==> config.mk <==
export PLATFORM = sky130hd
export DESIGN_NAME = can_frame_tail_ctrl
export DESIGN_NICKNAME = d
export VERILOG_FILES = /design/src/rtl/can_frame_tail_ctrl_pkg.sv /design/src/rtl/can_frame_tail_ctrl_bit_counter.sv /design/src/rtl/can_frame_tail_ctrl.sv
export SDC_FILE = /design/constraint.sdc
export NUM_CORES = 1
export LEC_CHECK = 0
export BUFFER_PORTS_ARGS = -buffer_cell sky130_fd_sc_hd__buf_2
export CORE_UTILIZATION = 36
export CTS_CLUSTER_DIAMETER = 150
export DETAILED_ROUTE_END_ITERATION = 8
export PLACE_DENSITY = 0.54
export SLEW_MARGIN = 20
export SYNTH_ARGS = -nofsm -noshare
export SYNTH_HDL_FRONTEND = slang
export SYNTH_SLANG_ARGS = --single-unit
==> constraint.sdc <==
create_clock -name SP -period 1.7 [get_ports SP]
set_clock_uncertainty 0.05 [all_clocks]
set_input_delay 0.34 -clock SP [delete_from_list [all_inputs] [get_ports SP]]
set_output_delay 0.34 -clock SP [all_outputs]
set_load 0.02 [all_outputs]
==> src/rtl/can_frame_tail_ctrl_pkg.sv <==
// Shared types and constants for the CAN receive-side frame-tail sequencer.
package can_pkg;

   typedef enum logic [2:0] {
      IDLE,
      CRC_DEL,
      ACK_SLOT,
      ACK_DEL,
      EOF,
      INTERMISSION,
      ERROR_WAIT
   } tail_state_e;

   localparam logic RECESSIVE = 1'b1;
   localparam logic DOMINANT  = 1'b0;

   localparam int unsigned CAN_EOF_BITS          = 7;
   localparam int unsigned CAN_INTERMISSION_BITS = 3;
   localparam int unsigned CAN_IDLE_RUN          = 11;

endpackage

==> src/rtl/can_frame_tail_ctrl_bit_counter.sv <==
// Bit-time counter: synchronous clear, increment, saturation at MAX_VAL.
module can_bit_counter #(
   parameter int unsigned W       = 4,
   parameter int unsigned MAX_VAL = 10
) (
   input  logic         clk,
   input  logic         reset,
   input  logic         clr,
   input  logic         inc,
   output logic [W-1:0] cnt,
   output logic         at_max
);

   localparam logic [W-1:0] CNT_MAX = W'(MAX_VAL);

   logic [W-1:0] cnt_d, cnt_q;

   always_comb begin
      cnt_d = cnt_q;
      if (clr) begin
         cnt_d = '0;
      end else if (inc && (cnt_q != CNT_MAX)) begin
         cnt_d = cnt_q + W'(1);
      end
   end

   always_ff @(posedge clk) begin
      if (reset) begin
         cnt_q <= '0;
      end else begin
         cnt_q <= cnt_d;
      end
   end

   assign cnt    = cnt_q;
   assign at_max = (cnt_q == CNT_MAX);

endmodule

==> src/rtl/can_frame_tail_ctrl.sv <==
// CAN frame-tail sequencer: CRC/ACK delimiters, ACK slot, EOF, intermission, error idle wait.
// Define CAN_TAIL_STATS_EN to add saturating Frame_Cnt / Err_Cnt outputs.
module can_frame_tail_ctrl
   import can_pkg::*;
#(
   parameter int unsigned EOF_BITS          = CAN_EOF_BITS,
   parameter int unsigned INTERMISSION_BITS = CAN_INTERMISSION_BITS,
   parameter int unsigned IDLE_RUN          = CAN_IDLE_RUN,
   parameter int unsigned CNT_W             = 4
) (
   input  logic       SP,
   input  logic       reset,
   input  logic       RX,
   input  logic       CRC_Done,
   input  logic       EOF_Error,
   output logic       EOF_Flag,
   output logic       Form_Error,
   output logic       Ack_Missing,
   output logic       Overload_Req,
   output logic       Frame_Done,
   output logic       Error_Out,
   output logic       Busy
`ifdef CAN_TAIL_STATS_EN
  ,output logic [7:0] Frame_Cnt,
   output logic [7:0] Err_Cnt
`endif
);

   localparam logic [CNT_W-1:0] EOF_LAST = CNT_W'(EOF_BITS - 1);
   localparam logic [CNT_W-1:0] INT_LAST = CNT_W'(INTERMISSION_BITS - 1);

   tail_state_e      state_d, state_q;
   logic             cnt_clr, cnt_inc, cnt_at_max;
   logic [CNT_W-1:0] cnt;

   logic eof_flag_d, form_error_d, ack_missing_d, overload_req_d, frame_done_d, error_out_d, busy_d;
   logic eof_flag_q, form_error_q, ack_missing_q, overload_req_q, frame_done_q, error_out_q, busy_q;

   can_bit_counter #(
      .W       (CNT_W),
      .MAX_VAL (IDLE_RUN - 1)
   ) u_bit_counter (
      .clk    (SP),
      .reset  (reset),
      .clr    (cnt_clr),
      .inc    (cnt_inc),
      .cnt    (cnt),
      .at_max (cnt_at_max)
   );

   always_comb begin
      state_d        = state_q;
      cnt_clr        = 1'b0;
      cnt_inc        = 1'b0;
      eof_flag_d     = 1'b0;
      form_error_d   = 1'b0;
      ack_missing_d  = 1'b0;
      overload_req_d = 1'b0;
      frame_done_d   = 1'b0;
      error_out_d    = 1'b0;
      unique case (state_q)
         IDLE: begin
            if (CRC_Done) state_d = CRC_DEL;
         end
         CRC_DEL: begin
            if (RX == RECESSIVE) begin
               state_d = ACK_SLOT;
            end else begin
               form_error_d = 1'b1;
               error_out_d  = 1'b1;
               cnt_clr      = 1'b1;
               state_d      = ERROR_WAIT;
            end
         end
         ACK_SLOT: begin
            ack_missing_d = (RX == RECESSIVE);
            state_d       = ACK_DEL;
         end
         ACK_DEL: begin
            cnt_clr = 1'b1;
            if (RX == RECESSIVE) begin
               eof_flag_d = 1'b1;
               state_d    = EOF;
            end else begin
               form_error_d = 1'b1;
               error_out_d  = 1'b1;
               state_d      = ERROR_WAIT;
            end
         end
         EOF: begin
            // RX is not inspected here; the EOF error block reports bit errors.
            cnt_inc = 1'b1;
            if (EOF_Error) begin
               error_out_d = 1'b1;
               cnt_clr     = 1'b1;
               state_d     = ERROR_WAIT;
            end else if (cnt == EOF_LAST) begin
               cnt_clr = 1'b1;
               state_d = INTERMISSION;
            end
         end
         INTERMISSION: begin
            cnt_inc = 1'b1;
            if (cnt == INT_LAST) begin
               frame_done_d = 1'b1;
               cnt_clr      = 1'b1;
               state_d      = IDLE;
            end else if (RX == DOMINANT) begin
               overload_req_d = 1'b1;
               cnt_clr        = 1'b1;
               state_d        = IDLE;
            end
         end
         ERROR_WAIT: begin
            if (RX == RECESSIVE) begin
               cnt_inc = 1'b1;
               if (cnt_at_max) begin
                  cnt_clr = 1'b1;
                  state_d = IDLE;
               end
            end else begin
               cnt_clr = 1'b1;
            end
         end
         default: state_d = IDLE;
      endcase
      busy_d = (state_d != IDLE);
   end

   always_ff @(posedge SP) begin
      if (reset) begin
         state_q        <= IDLE;
         eof_flag_q     <= 1'b0;
         form_error_q   <= 1'b0;
         ack_missing_q  <= 1'b0;
         overload_req_q <= 1'b0;
         frame_done_q   <= 1'b0;
         error_out_q    <= 1'b0;
         busy_q         <= 1'b0;
      end else begin
         state_q        <= state_d;
         eof_flag_q     <= eof_flag_d;
         form_error_q   <= form_error_d;
         ack_missing_q  <= ack_missing_d;
         overload_req_q <= overload_req_d;
         frame_done_q   <= frame_done_d;
         error_out_q    <= error_out_d;
         busy_q         <= busy_d;
      end
   end

   assign EOF_Flag     = eof_flag_q;
   assign Form_Error   = form_error_q;
   assign Ack_Missing  = ack_missing_q;
   assign Overload_Req = overload_req_q;
   assign Frame_Done   = frame_done_q;
   assign Error_Out    = error_out_q;
   assign Busy         = busy_q;

`ifdef CAN_TAIL_STATS_EN
   logic [7:0] frame_cnt_d, frame_cnt_q, err_cnt_d, err_cnt_q;

   always_comb begin
      frame_cnt_d = frame_cnt_q;
      err_cnt_d   = err_cnt_q;
      if (frame_done_d && (frame_cnt_q != 8'hFF)) frame_cnt_d = frame_cnt_q + 8'd1;
      if (error_out_d && (err_cnt_q != 8'hFF))    err_cnt_d   = err_cnt_q + 8'd1;
   end

   always_ff @(posedge SP) begin
      if (reset) begin
         frame_cnt_q <= '0;
         err_cnt_q   <= '0;
      end else begin
         frame_cnt_q <= frame_cnt_d;
         err_cnt_q   <= err_cnt_d;
      end
   end

   assign Frame_Cnt = frame_cnt_q;
   assign Err_Cnt   = err_cnt_q;
`endif

endmodule

==> run metrics <==
status=finished, final reports clean; Syn Inst Count=between 80 and 90; RSZ-0062 raised after global routing=false; Comb pwr share=0.199; first-pass GRT wire length=2.37 mm; largest cells by area after synthesis=dfxtp_1, nor2_1, o211ai_1; Core ar.=0.00196 sq mm; Max transition margin=0.761; fin crit share=0.903; hold_ws=255 ps; CTS tree=built; vias per inst=5.09; worst min path class=primary input to flop; most frequent cells in the layout=dfxtp_1, buf_2, nor2_1; R2R depth=6; post-synth cell types=38; Hold-fix buffers, CTS=0; Critical Path Fanout Max=6; sw power=about 0.23 mW; Residual DRC=0; CTS max path bufs=2; commonest non-fill, non-tap cell in the layout=dfxtp_1; FP Rows=16; startpoint types=flop; CP Class=flop to flop; area added between synthesis and finish=16.9%; Seq cells post-synth=14; Ports=12; First-pass DRT Iterations=4; CTS root buf=clkbuf_4; Die Height=roughly 48 microns; CP Capture Type=flop; post-synthesis sequential area ratio=0.376; clock latency on the worst-skew pair=280 ps; DP Area=826 sq um; critical-path cell list=inv_1 > ha_2 > and4bb_1 > a221oi_2 > o211ai_2 > a21oi_2; Hold Path Stages=2; sequential share of power=0.483; Final Max Slew Viols=0; total track usage=0.159; Pint=0.540 mW; initial antenna violation count=0; Design Area, Final=approximately 870 sq um; CTS Sinks=14; cell area after synthesis=746 sq um; share of power burned in the clock network=0.318; ant diodes=0; number of buffers added on ports=11; r2r setup slk=170 ps; Final setup viols=0; CP max stage delay=between 300 and 400 ps; Routed WL=about 1.6 mm; antenna-violating nets left=0; Synth area leader=dfxtp_1; Hold Startpoint=reset; Worst EP required=about 1900 ps; Post-synth top flop=dfxtp_1; minimum clock period=between 1500 and 2000 ps; CTS H-Tree Depth=1; dpl hpwl=1.11 mm; Hold Crit Endpoint=Form_Error; synthesized net count=90; share of cells above drive strength 1=0.289; post-DR wirelength/cell=around 13 microns; cts bufs inserted=3; Placer Congestion=0.842; Synth warnings=0; number of DRC markers in iteration 0=8; area share of the largest cell type after synthesis=0.376; effective utilization at floorplan=0.380; reg2reg end=u_bit_counter.cnt[1]; Slowest-stage cell, CP=dfxtp_1; Power Density=just under 900 mW/mm^2; die area=0.00226 sq mm; number of global-route vias before repair=502; Worst VDD drop=~0.37 mV; Worst EP arrival=1700 ps; global route overflow=0; Post-synth EDFFs=0; Fin Setup TNS=0 ps; total power=0.766 mW; largest net degree at the start of global routing=12; CTS clock-pin slew for the worst setup and hold paths=90 ps; Die Width=47.5 microns; Vias=~630; Max Freq=652 MHz; Post-Syn Area per Cell=roughly 9 sq um; Async SR Flop Fraction=0; actual slew at the worst max-slew pin=358 ps; Nets=105; Sw Share=0.295; number of max-cap violations=0; reg2reg start=u_bit_counter.cnt[0]; Final Hold Fails=0; Leak=~0.35 nW
-- timing repair --
item,4_1_cts,5_1_grt
resized for setup,0,2
buffers inserted,0,0
endpoints found under the setup margin,0,4
-- per-layer routing --
metal	track usage	routed length (microns)
met5	0	0
met4	0.103	34
met3	0.0340	56
met2	0.236	724
met1	0.208	768
-- synthesized netlist by cell type (2+ instances only) --
master	instances
a21oi_1	4
and2b_1	2
dfxtp_1	14
ha_1	2
inv_1	6
nand2_1	6
nand3_1	2
nand3b_1	2
nor2_1	9
nor3b_1	3
o211ai_1	4
or2_2	2
xnor2_1	2
-- registers in the layout (all words and copies together), names as in the netlist --
name	cells
Ack_Missing	1
u_bit_counter.cnt	4
Error_Out	1
Busy	1
Frame_Done	1
Form_Error	1
state_q	3
Overload_Req	1
EOF_Flag	1
-- power by group through the flow --
stage	combinational [mW]	clock (mW)	sequential [mW]
floorplan	0.110	0	0.373
global placement	0.147	0	0.378
detailed placement	0.145	0	0.377
CTS	0.148	0.251	0.369
global route	0.167	0.262	0.373
finish	0.152	0.244	0.370
-- critical path: cells and delay by family, from the launching register on --
| kind | cells | cell delay, ps |
|---|---|---|
| AO/OA/AOI/OAI | 3 | 540 |
| adder cells (fa/ha/maj) | 1 | 210 |
| buffers and inverters | 1 | 70 |
| flip-flops | 1 | 360 |
| AND/OR/NAND/NOR | 1 | 220 |
-- kinds of logic after synthesis --
| kind of cell | count (synthesis) | share of synthesized area |
|---|---|---|
| flip-flops | 14 | 0.376 |
| buffers and inverters | 9 | 0.0621 |
| adder cells (fa/ha/maj) | 2 | 0.0336 |
| AO/OA/AOI/OAI | 19 | 0.198 |
| XOR/XNOR | 2 | 0.0235 |
| AND/OR/NAND/NOR | 36 | 0.292 |
| multiplexers | 1 | 0.0151 |
-- final cells by class --
class,count,area (sq um)
repair buffers,13,70.1
inverters,6,22.5
clock buffers,4,36.3
well taps,27,33.8
fillers,217,1090
flip-flops and latches,14,280
multi-input cells,60,429
-- through the flow --
step                 util  setup slack, ps  instances
floorplan               -              251         83
global placement    0.421              154        120
detailed placement  0.421              127        120
CTS                 0.439             95.2        124
global route        0.445             53.6        124
finish              0.445              165        124
-- how the worst max path moves through the flow --
stage / cells past startpoint / slack (ps) / start / to
2_1_floorplan: 6 / 250 / u_bit_counter.cnt[0] / u_bit_counter.cnt[1]
3_3_place_gp: 6 / 150 / u_bit_counter.cnt[0] / Busy
3_5_place_dp: 6 / 130 / u_bit_counter.cnt[0] / u_bit_counter.cnt[3]
4_1_cts: 6 / 100 / u_bit_counter.cnt[0] / u_bit_counter.cnt[3]
5_1_grt: 6 / 50 / u_bit_counter.cnt[0] / u_bit_counter.cnt[3]
6_report: 6 / 170 / u_bit_counter.cnt[0] / u_bit_counter.cnt[1]
Note: power is estimated with default switching activity, not from simulation.
